--- config.mk ---
export PLATFORM = sky130hd
export DESIGN_NAME = afifo_rdr
export DESIGN_NICKNAME = d
export VERILOG_FILES = /design/src/rtl/afifo_pkg.sv /design/src/rtl/afifo_rdr_buf.sv /design/src/rtl/afifo_rdr.sv
export SDC_FILE = /design/constraint.sdc
export NUM_CORES = 1
export LEC_CHECK = 0
export BUFFER_PORTS_ARGS = -buffer_cell sky130_fd_sc_hd__buf_2
export CORE_MARGIN = 2
export CORE_UTILIZATION = 50
export CTS_CLUSTER_DIAMETER = 40
export DETAILED_ROUTE_END_ITERATION = 6
export GPL_TIMING_DRIVEN = 0
export PLACE_DENSITY_LB_ADDON = 0.08
export REMOVE_ABC_BUFFERS = 1
export SKIP_LAST_GASP = 1
export SYNTH_ARGS = -nofsm -noshare
export SYNTH_HDL_FRONTEND = slang
export SYNTH_SLANG_ARGS = --single-unit
export TNS_END_PERCENT = 30
--- constraint.sdc ---
create_clock -name rclk -period 3.4 [get_ports rclk]
set_clock_uncertainty 0.05 [all_clocks]
set_input_delay 0.34 -clock rclk [delete_from_list [all_inputs] [get_ports rclk]]
set_output_delay 0.34 -clock rclk [all_outputs]
set_load 0.01 [all_outputs]
--- src/rtl/afifo_pkg.sv ---
// Shared types for the afifo read-side burst reader.
// Burst state encoding and beat counter sizing.
package afifo_pkg;

    typedef enum logic {
        IDLE,
        BURST
    } burst_state_e;

    function automatic int beat_cnt_w(input int len);
        return $clog2(len + 1);
    endfunction

endpackage

--- src/rtl/afifo_rdr_buf.sv ---
// Two-entry FIFO skid buffer between the afifo pop and the output stream.
// Caller never pushes when full nor pops when empty.
module afifo_rdr_buf #(
    parameter int W = 9
) (
    input  logic         clk,
    input  logic         rst_n,
    input  logic         push,
    input  logic [W-1:0] push_data,
    input  logic         pop,
    output logic [W-1:0] head,
    output logic [1:0]   count
);

    logic [W-1:0] mem_q [2];
    logic [W-1:0] mem_d [2];
    logic         wr_q, wr_d;
    logic         rd_q, rd_d;
    logic [1:0]   cnt_q, cnt_d;

    always_comb begin
        mem_d = mem_q;
        wr_d  = wr_q;
        rd_d  = rd_q;
        if (push) begin
            mem_d[wr_q] = push_data;
            wr_d        = ~wr_q;
        end
        if (pop) begin
            rd_d = ~rd_q;
        end
        cnt_d = cnt_q + {1'b0, push} - {1'b0, pop};
    end

    always_ff @(posedge clk) begin
        if (!rst_n) begin
            wr_q  <= 1'b0;
            rd_q  <= 1'b0;
            cnt_q <= 2'd0;
        end else begin
            wr_q  <= wr_d;
            rd_q  <= rd_d;
            cnt_q <= cnt_d;
        end
    end

    // Storage carries no reset; occupancy alone decides validity.
    always_ff @(posedge clk) begin
        mem_q <= mem_d;
    end

    assign head  = mem_q[rd_q];
    assign count = cnt_q;

endmodule

--- src/rtl/afifo_rdr.sv ---
// Afifo read-side drainer producing a valid/ready beat stream.
// Define AFIFO_RDR_BURST_EN for burst-gated popping with m_last tagging.
module afifo_rdr
    import afifo_pkg::*;
#(
    parameter int AW        = 4,
    parameter int DW        = 8,
    parameter int BURST_LEN = 8
) (
    input  logic          rclk,
    input  logic          rreset_n,
    input  logic          rempty,
    input  logic [AW:0]   rcnt,
    input  logic [DW-1:0] q,
    output logic          re,
    input  logic          flush,
    output logic          m_valid,
    input  logic          m_ready,
    output logic [DW-1:0] m_data,
    output logic          m_last
);

    logic        pop_allowed;
    logic        last_tag;
    logic        pop;
    logic [DW:0] head;
    logic [1:0]  count;

    // Buffer occupancy gates popping, so m_ready never reaches re.
    assign re      = rreset_n && pop_allowed && !rempty && (count < 2'd2);
    assign m_valid = rreset_n && (count != 2'd0);
    assign pop     = m_valid && m_ready;
    assign m_data  = head[DW-1:0];

    afifo_rdr_buf #(
        .W(DW + 1)
    ) u_buf (
        .clk      (rclk),
        .rst_n    (rreset_n),
        .push     (re),
        .push_data({last_tag, q}),
        .pop      (pop),
        .head     (head),
        .count    (count)
    );

`ifdef AFIFO_RDR_BURST_EN
    localparam int CW = beat_cnt_w(BURST_LEN);

    burst_state_e  state_q, state_d;
    logic [CW-1:0] len_q, len_d;
    logic [CW-1:0] cnt_q, cnt_d;

    always_comb begin
        state_d  = state_q;
        len_d    = len_q;
        cnt_d    = cnt_q;
        last_tag = 1'b0;
        unique case (state_q)
            IDLE: begin
                if (rcnt >= (AW+1)'(BURST_LEN)) begin
                    state_d = BURST;
                    len_d   = CW'(BURST_LEN);
                    cnt_d   = '0;
                end else if (flush && (rcnt != '0)) begin
                    state_d = BURST;
                    len_d   = CW'(rcnt);
                    cnt_d   = '0;
                end
            end
            BURST: begin
                last_tag = ((cnt_q + CW'(1)) == len_q);
                if (re) begin
                    cnt_d = cnt_q + CW'(1);
                    if (last_tag) begin
                        state_d = IDLE;
                    end
                end
            end
            default: state_d = IDLE;
        endcase
    end

    always_ff @(posedge rclk) begin
        if (!rreset_n) begin
            state_q <= IDLE;
            len_q   <= '0;
            cnt_q   <= '0;
        end else begin
            state_q <= state_d;
            len_q   <= len_d;
            cnt_q   <= cnt_d;
        end
    end

    assign pop_allowed = (state_q == BURST);
    assign m_last      = m_valid && head[DW];
`else
    logic unused_cfg;

    assign pop_allowed = 1'b1;
    assign last_tag    = 1'b0;
    assign m_last      = 1'b0;
    assign unused_cfg  = ^{flush, rcnt, head[DW], 32'(BURST_LEN)};
`endif

endmodule

==> flow_summary.yaml, run 1 <==
status:
  status: "finished clean"
worst_setup_path:
  critPathLaunchType: "flop"
  critPathCaptureType: "flop"
  arrival_ps: 1710
  cp_max_fo: 8
  crit_chain: "nor3b_1 > nor2b_1"
  slowest_stage: "nor2b_1"
  worstPathRequired_ps: 3280
  slowest_delay_ps: 660
  worstSetupPathType: "flop to flop"
finish:
  area_growth_pct: 17.1
  drive_above_1_share_pct: 45.2
  diodes: 0
  nNetsFinal: 94
  mostFrequentLayoutCells: "buf_2 (21), edfxtp_1 (16), mux2_2 (8), dfxtp_1 (4)"
  final-instance-count-excl-fill: 89
  mostFrequentLayoutCell: "buf_2"
  postLayoutCellArea_sq_um: 953
synth:
  ys_ff_latch: 20
  synth-warning-count: 0
  synthCells: 50
  synth.top_cell.area_share_pct: 59.0
  synth_top_cell_by_area: "edfxtp_1"
  synthDistinctLibCells: 20
  ys_seq_area_share_pct: 68.8
  syn_area_per_cell_sq_um: 16.3
  synth_area_sq_um: 815
  synth_top_cells_by_area: "edfxtp_1 (59%), mux2_2 (11%), dfxtp_1 (9.8%), ha_1 (3.1%), xnor3_1 (2.8%)"
cts:
  tritoncts: "done"
  ctsRootBufferMaster: "clkbuf_4"
  cts_hold_buf: 0
  cts_max_level: 1
  clk_path_buf_depth: 2
  clkTransAtPathRegs_ps: 110
  postCtsSetupBuffers: 0
  clock_sinks: 20
  cts_resized: 0
  cts_inserted_buffers: 3
  insertion_delay_ps: 290
place:
  hpwlAfterDp_microns: 812
  placedInstanceArea_sq_um: 927
  gp_congestion: 0.653
  dpl.cell_count: 85
  portBuffers: 21
sta:
  relSlewSlack_pct: 51.1
  setup_viol: 0
  slew_viol_final: 0
  rsz0062_at_grt: "false"
  max_freq_mhz: 544
  holdWs_ps: 175
  fin_tns_setup_ps: 0
  worst_pin_slew_ps: 732
  finalHoldViolCount: 0
  min_period_over_period_pct: 54.0
  post-route-min-period_ps: 1840
power_and_ir_drop:
  p_leak_nw: 0.386
  ir_worst_vdd_mv: 0.400
  powerDensity_nw_per_um2: 546
floorplan:
  die_h_microns: 44.4
  die_area_sq_um: 1970
  start_util_pct: 53.4
  core_sq_um: 1520
  die_w_microns: 44.4
  io_pins: 29
  rows: 14
global_route:
  grt_pass1_wl_mm: 1.77
  first_global_vias: 439
  grt_usage_pct: 12.8
  antenna_found_initial: 0
  grt_overflow: 0
  grt_max_degree: 12
detailed_routing:
  num_vias: 466
  first_pass_iters: 4
  detail-route-antenna-nets: 0
  drc: 0
  post_drt_wl_per_cell_microns: 12.4
  via_per_inst: 5.24
  drt-total-wl_mm: 1.11
  drtIter0Drc: 3
hold_path:
  hp-class: "primary input to flop"
run:
  maxCapViolCount: 0
-- worst paths after layout --
kind	end	cells after the start	start	slack (ps)
worst min-delay path	u_buf.mem_q[5]$_DFFE_PP_	1	q[5]	180
worst min register to register	u_buf.wr_q$_SDFFE_PN0P_	2	u_buf.wr_q$_SDFFE_PN0P_	480
worst max-delay path	u_buf.mem_q[9]$_DFFE_PP_	2	u_buf.count[1]$_SDFF_PN0_	1560
worst max register to register	u_buf.mem_q[9]$_DFFE_PP_	2	u_buf.count[1]$_SDFF_PN0_	1560
-- synthesized netlist by cell type --
| master | instances |
|---|---|
| a21boi_0 | 1 |
| and2_1 | 3 |
| buf_2 | 1 |
| buf_4 | 1 |
| conb_1 | 1 |
| dfxtp_1 | 4 |
| edfxtp_1 | 16 |
| ha_1 | 2 |
| inv_1 | 2 |
| mux2_2 | 8 |
| mux2i_1 | 1 |
| nand2_1 | 1 |
| nand2b_1 | 1 |
| nor2b_1 | 1 |
| nor2b_2 | 1 |
| nor3b_1 | 1 |
| o21a_1 | 1 |
| o21ai_0 | 2 |
| or3_1 | 1 |
| xnor3_1 | 1 |
-- stage by stage --
step	setup slack, ps	util (%)	power [mW]
after floorplan	1680	-	0.381
after global placement	1460	60.8	0.417
after detailed placement	1420	60.8	0.421
after CTS	1560	62.6	0.529
after global routing	1410	62.6	0.549
final	1560	62.6	0.521
-- logic make-up after synthesis --
family	count (synthesis)	synth area share, %
AOI/OAI and AO/OA	4	3.07
xor gates and xnor gates	1	2.76
adders and majority gates	2	3.07
buffers and inverters	4	2.46
DFF	20	68.8
muxes	9	12.3
other	1	0.460
and+or+nand+nor	9	7.07
-- worst max-delay path: cells and delay by family (launching register included) --
family           cells  cell delay (ps)
DFF                  1              370
and+or+nand+nor      2             1060
-- sequential cells by signal, indices dropped and copies added, names as in the netlist --
name         cells
u_buf.mem_q     16
u_buf.count      2
u_buf.rd_q       1
u_buf.wr_q       1
-- per-layer routing --
metal  track usage (%)  part of all wire [%]
met2              21.8                    50
met5                 0                     0
met3              4.08                   6.1
met1              14.8                    43
met4              5.45                  0.72
-- area by class of cell --
| cell class | instances | area (sq um) |
|---|---|---|
| Clock inverter | 1 | 3.75 |
| Multi-Input combinational cell | 26 | 234 |
| Sequential cell | 20 | 561 |
| Inverter | 2 | 7.51 |
| Clock buffer | 3 | 22.5 |
| Timing Repair Buffer | 21 | 105 |
| Tap cell | 16 | 20.0 |
| Fill cell | 128 | 571 |
-- where the power goes --
group	internal [mW]	switching [mW]
registers	0.287	0.0180
logic	0.0611	0.0457
clock network	0.0427	0.0657
total	0.391	0.129
(Power assumes the default switching activity.)
==> run 2: changes to the inputs <==
--- a/config.mk
+++ b/config.mk
@@ -5,9 +5,10 @@
 export SDC_FILE = /design/constraint.sdc
 export NUM_CORES = 1
 export LEC_CHECK = 0
+export ABC_AREA = 1
 export BUFFER_PORTS_ARGS = -buffer_cell sky130_fd_sc_hd__buf_2
 export CORE_MARGIN = 2
-export CORE_UTILIZATION = 50
+export CORE_UTILIZATION = 47
 export CTS_CLUSTER_DIAMETER = 40
 export DETAILED_ROUTE_END_ITERATION = 6
 export GPL_TIMING_DRIVEN = 0
==> constraint.sdc (replaced) <==
create_clock -name rclk -period 1.9 [get_ports rclk]
set_clock_uncertainty 0.05 [all_clocks]
set_input_delay 0.19 -clock rclk [delete_from_list [all_inputs] [get_ports rclk]]
set_output_delay 0.19 -clock rclk [all_outputs]
set_load 0.01 [all_outputs]
==> flow_summary.yaml, run 2 <==
status:
  status: "finished clean"
detailed_routing:
  post_drt_wl_per_cell_microns: 10.1
  drtIter0Drc: 6
  num_vias: 599
  drc: 0
  drt-total-wl_mm: 1.32
  first_pass_iters: 4
  detail-route-antenna-nets: 0
  via_per_inst: 4.57
floorplan:
  die_h_microns: 46.4
  rows: 15
  core_sq_um: 1710
  die_area_sq_um: 2150
  die_w_microns: 46.4
  start_util_pct: 49.5
  io_pins: 29
synth:
  ys_seq_area_share_pct: 66.3
  synth.top_cell.area_share_pct: 56.8
  synth_xor_area_share_pct: 0
  synth_compound_area_share_pct: 1.18
  synth_top_cell_by_area: "edfxtp_1"
  synth_area_sq_um: 846
  async_flop_share_pct: 0
  synth-warning-count: 0
  ys_top_cells_by_count: "nand2_1 (32), edfxtp_1 (16), inv_1 (7)"
  synthCells: 82
  synthMuxAreaShare_pct: 0
  ys_ff_latch: 20
  post-synth-top-count-cell: "nand2_1"
  syn_area_per_cell_sq_um: 10.3
  synthDistinctLibCells: 17
  synth_top_flop_cell: "edfxtp_1"
  synth-edff-count: 16
  synth_top_family_by_area: "simple AND/OR/NAND/NOR gates"
  synth_fa_ha_area_share_pct: 2.96
  yosys.area_share.simple_pct: 22.3
  synth_top_cells_by_area: "edfxtp_1 (57%), nand2_1 (14%), dfxtp_1 (9.5%), inv_1 (3.1%), ha_1 (3.0%)"
power_and_ir_drop:
  p_int_mw: 0.639
  p_sw_share_pct: 26.5
  p_leak_nw: 0.474
  p_comb_share_pct: 18.0
  powerDensity_nw_per_um2: 865
  power_switching_mw: 0.231
  seq_power_share_pct: 59.3
  ir_worst_vdd_mv: 0.501
  p_clk_share_pct: 22.7
sta:
  fin_tns_setup_ps: 0
  setup_viol: 0
  slew_viol_final: 0
  post-route-min-period_ps: 1590
  worst_pin_slew_ps: 723
  max_freq_mhz: 629
  finalHoldViolCount: 0
  relSlewSlack_pct: 51.6
  rsz0062_at_grt: "false"
  min_period_over_period_pct: 83.7
worst_setup_path:
  critPathCaptureType: "flop"
  critPathBufInv: 4
  path_common_cell: "inv_1"
  crit_family: "adder cells"
  worstPathRequired_ps: 2050
  crit_chain: "inv_2 > nand2_1 > nand3_1 > inv_1 > ha_1 > inv_1 > ha_1 > inv_1 > nand2_1 > a21oi_1 > nor2_1"
  worstSetupPathType: "flop to flop"
  slowest_delay_ps: 320
  slowest_stage: "dfxtp_1"
  critPathLaunchType: "flop"
  r2r_setup_slack_ps: 310
  cp_max_fo: 5
  arrival_ps: 1740
finish:
  postLayoutCellArea_sq_um: 1010
  drive_above_1_share_pct: 32.1
  final_util_pct: 58.9
  largest_reg_flops: 16
  mostFrequentLayoutCells: "nand2_1 (32), buf_2 (21), edfxtp_1 (16), inv_1 (7), inv_2 (5)"
  area_growth_pct: 18.9
  largest-register: "u_buf.mem_q"
  nNetsFinal: 127
  diodes: 0
  mostFrequentLayoutCell: "nand2_1"
place:
  gp_congestion: 0.785
  portBuffers: 21
  placedInstanceArea_sq_um: 970
  hpwlAfterDp_microns: 949
global_route:
  grt_usage_pct: 14.1
  grt_pass1_wl_mm: 1.90
  first_global_vias: 472
  grt_overflow: 0
  antenna_found_initial: 0
  grt_max_degree: 12
cts:
  insertion_delay_ps: 290
  clock_sinks: 20
  postCtsSetupBuffers: 0
  cts_resized: 0
  cts_max_level: 1
  clk_path_buf_depth: 2
  clkTransAtPathRegs_ps: 110
  tritoncts: "done"
  ctsRootBufferMaster: "clkbuf_4"
  cts_inserted_buffers: 3
hold_path:
  hp-class: "primary input to flop"
run:
  maxCapViolCount: 0
==> run 2: changes by cell type after synthesis, sizes merged, moves of 3 or more <==
cell / delta
mux2: -8
nor2: +6
and2: -3
inv: +10
nand2: +33
==> run 2: layer usage <==
layer  share of wire, %  track usage (%)
met5                  0                0
met4               0.83             8.57
met3                5.4             6.27
met2                 51             24.2
met1                 43             13.6
==> run 2: cell type report <==
| class | count | area [sq um] |
|---|---|---|
| fillers | 151 | 702 |
| flip-flops and latches | 20 | 561 |
| multi-input cells | 48 | 228 |
| repair buffers | 22 | 115 |
| inverters | 12 | 45.0 |
| well taps | 25 | 31.3 |
| clock buffers | 3 | 22.5 |
| clock inverters | 1 | 3.75 |
==> run 2: final timing paths <==
kind / from / to / depth (start not counted)
worst min-delay path: q[0] / u_buf.mem_q[0]$_DFFE_PP_ / 1
worst min register to register: u_buf.wr_q$_SDFFE_PN0P_ / u_buf.wr_q$_SDFFE_PN0P_ / 4
worst max-delay path: u_buf.count[1]$_SDFF_PN0_ / u_buf.count[1]$_SDFF_PN0_ / 11
worst max register to register: u_buf.count[1]$_SDFF_PN0_ / u_buf.count[1]$_SDFF_PN0_ / 11
==> run 2: logic make-up (layout without fill, tap and decap cells) <==
| family | Yosys count | after routing |
|---|---|---|
| AOI/OAI and AO/OA | 2 | 2 |
| DFF | 20 | 20 |
| adders and majority gates | 2 | 2 |
| and+or+nand+nor | 43 | 43 |
| buffers and inverters | 14 | 38 |
| other | 1 | 1 |
==> run 2: power by group through the flow <==
stage               Clock [mW]  Sequential (mW)  Combinational, mW
detailed placement           0            0.526              0.157
finish                   0.197            0.515              0.157
CTS                      0.204            0.516              0.158
global route             0.226            0.518              0.177
global placement             0            0.525              0.150
floorplan                    0            0.522              0.100
==> run 2: what timing repair did <==
item	in CTS	in global routing
hold buffers	0	1
endpoints found under the hold margin	0	2
endpoints found under the setup margin	0	0
==> run 2: stage by stage <==
step | power [mW] | hold WS, ps | setup slack [ps] | cells
floorplan | 0.623 | 233 | 435 | 80
global placement | 0.676 | 327 | 344 | 126
detailed placement | 0.683 | 332 | 287 | 126
CTS | 0.878 | 19.0 | 300 | 130
global route | 0.921 | 0.409 | 179 | 131
finish | 0.870 | 27.4 | 309 | 131
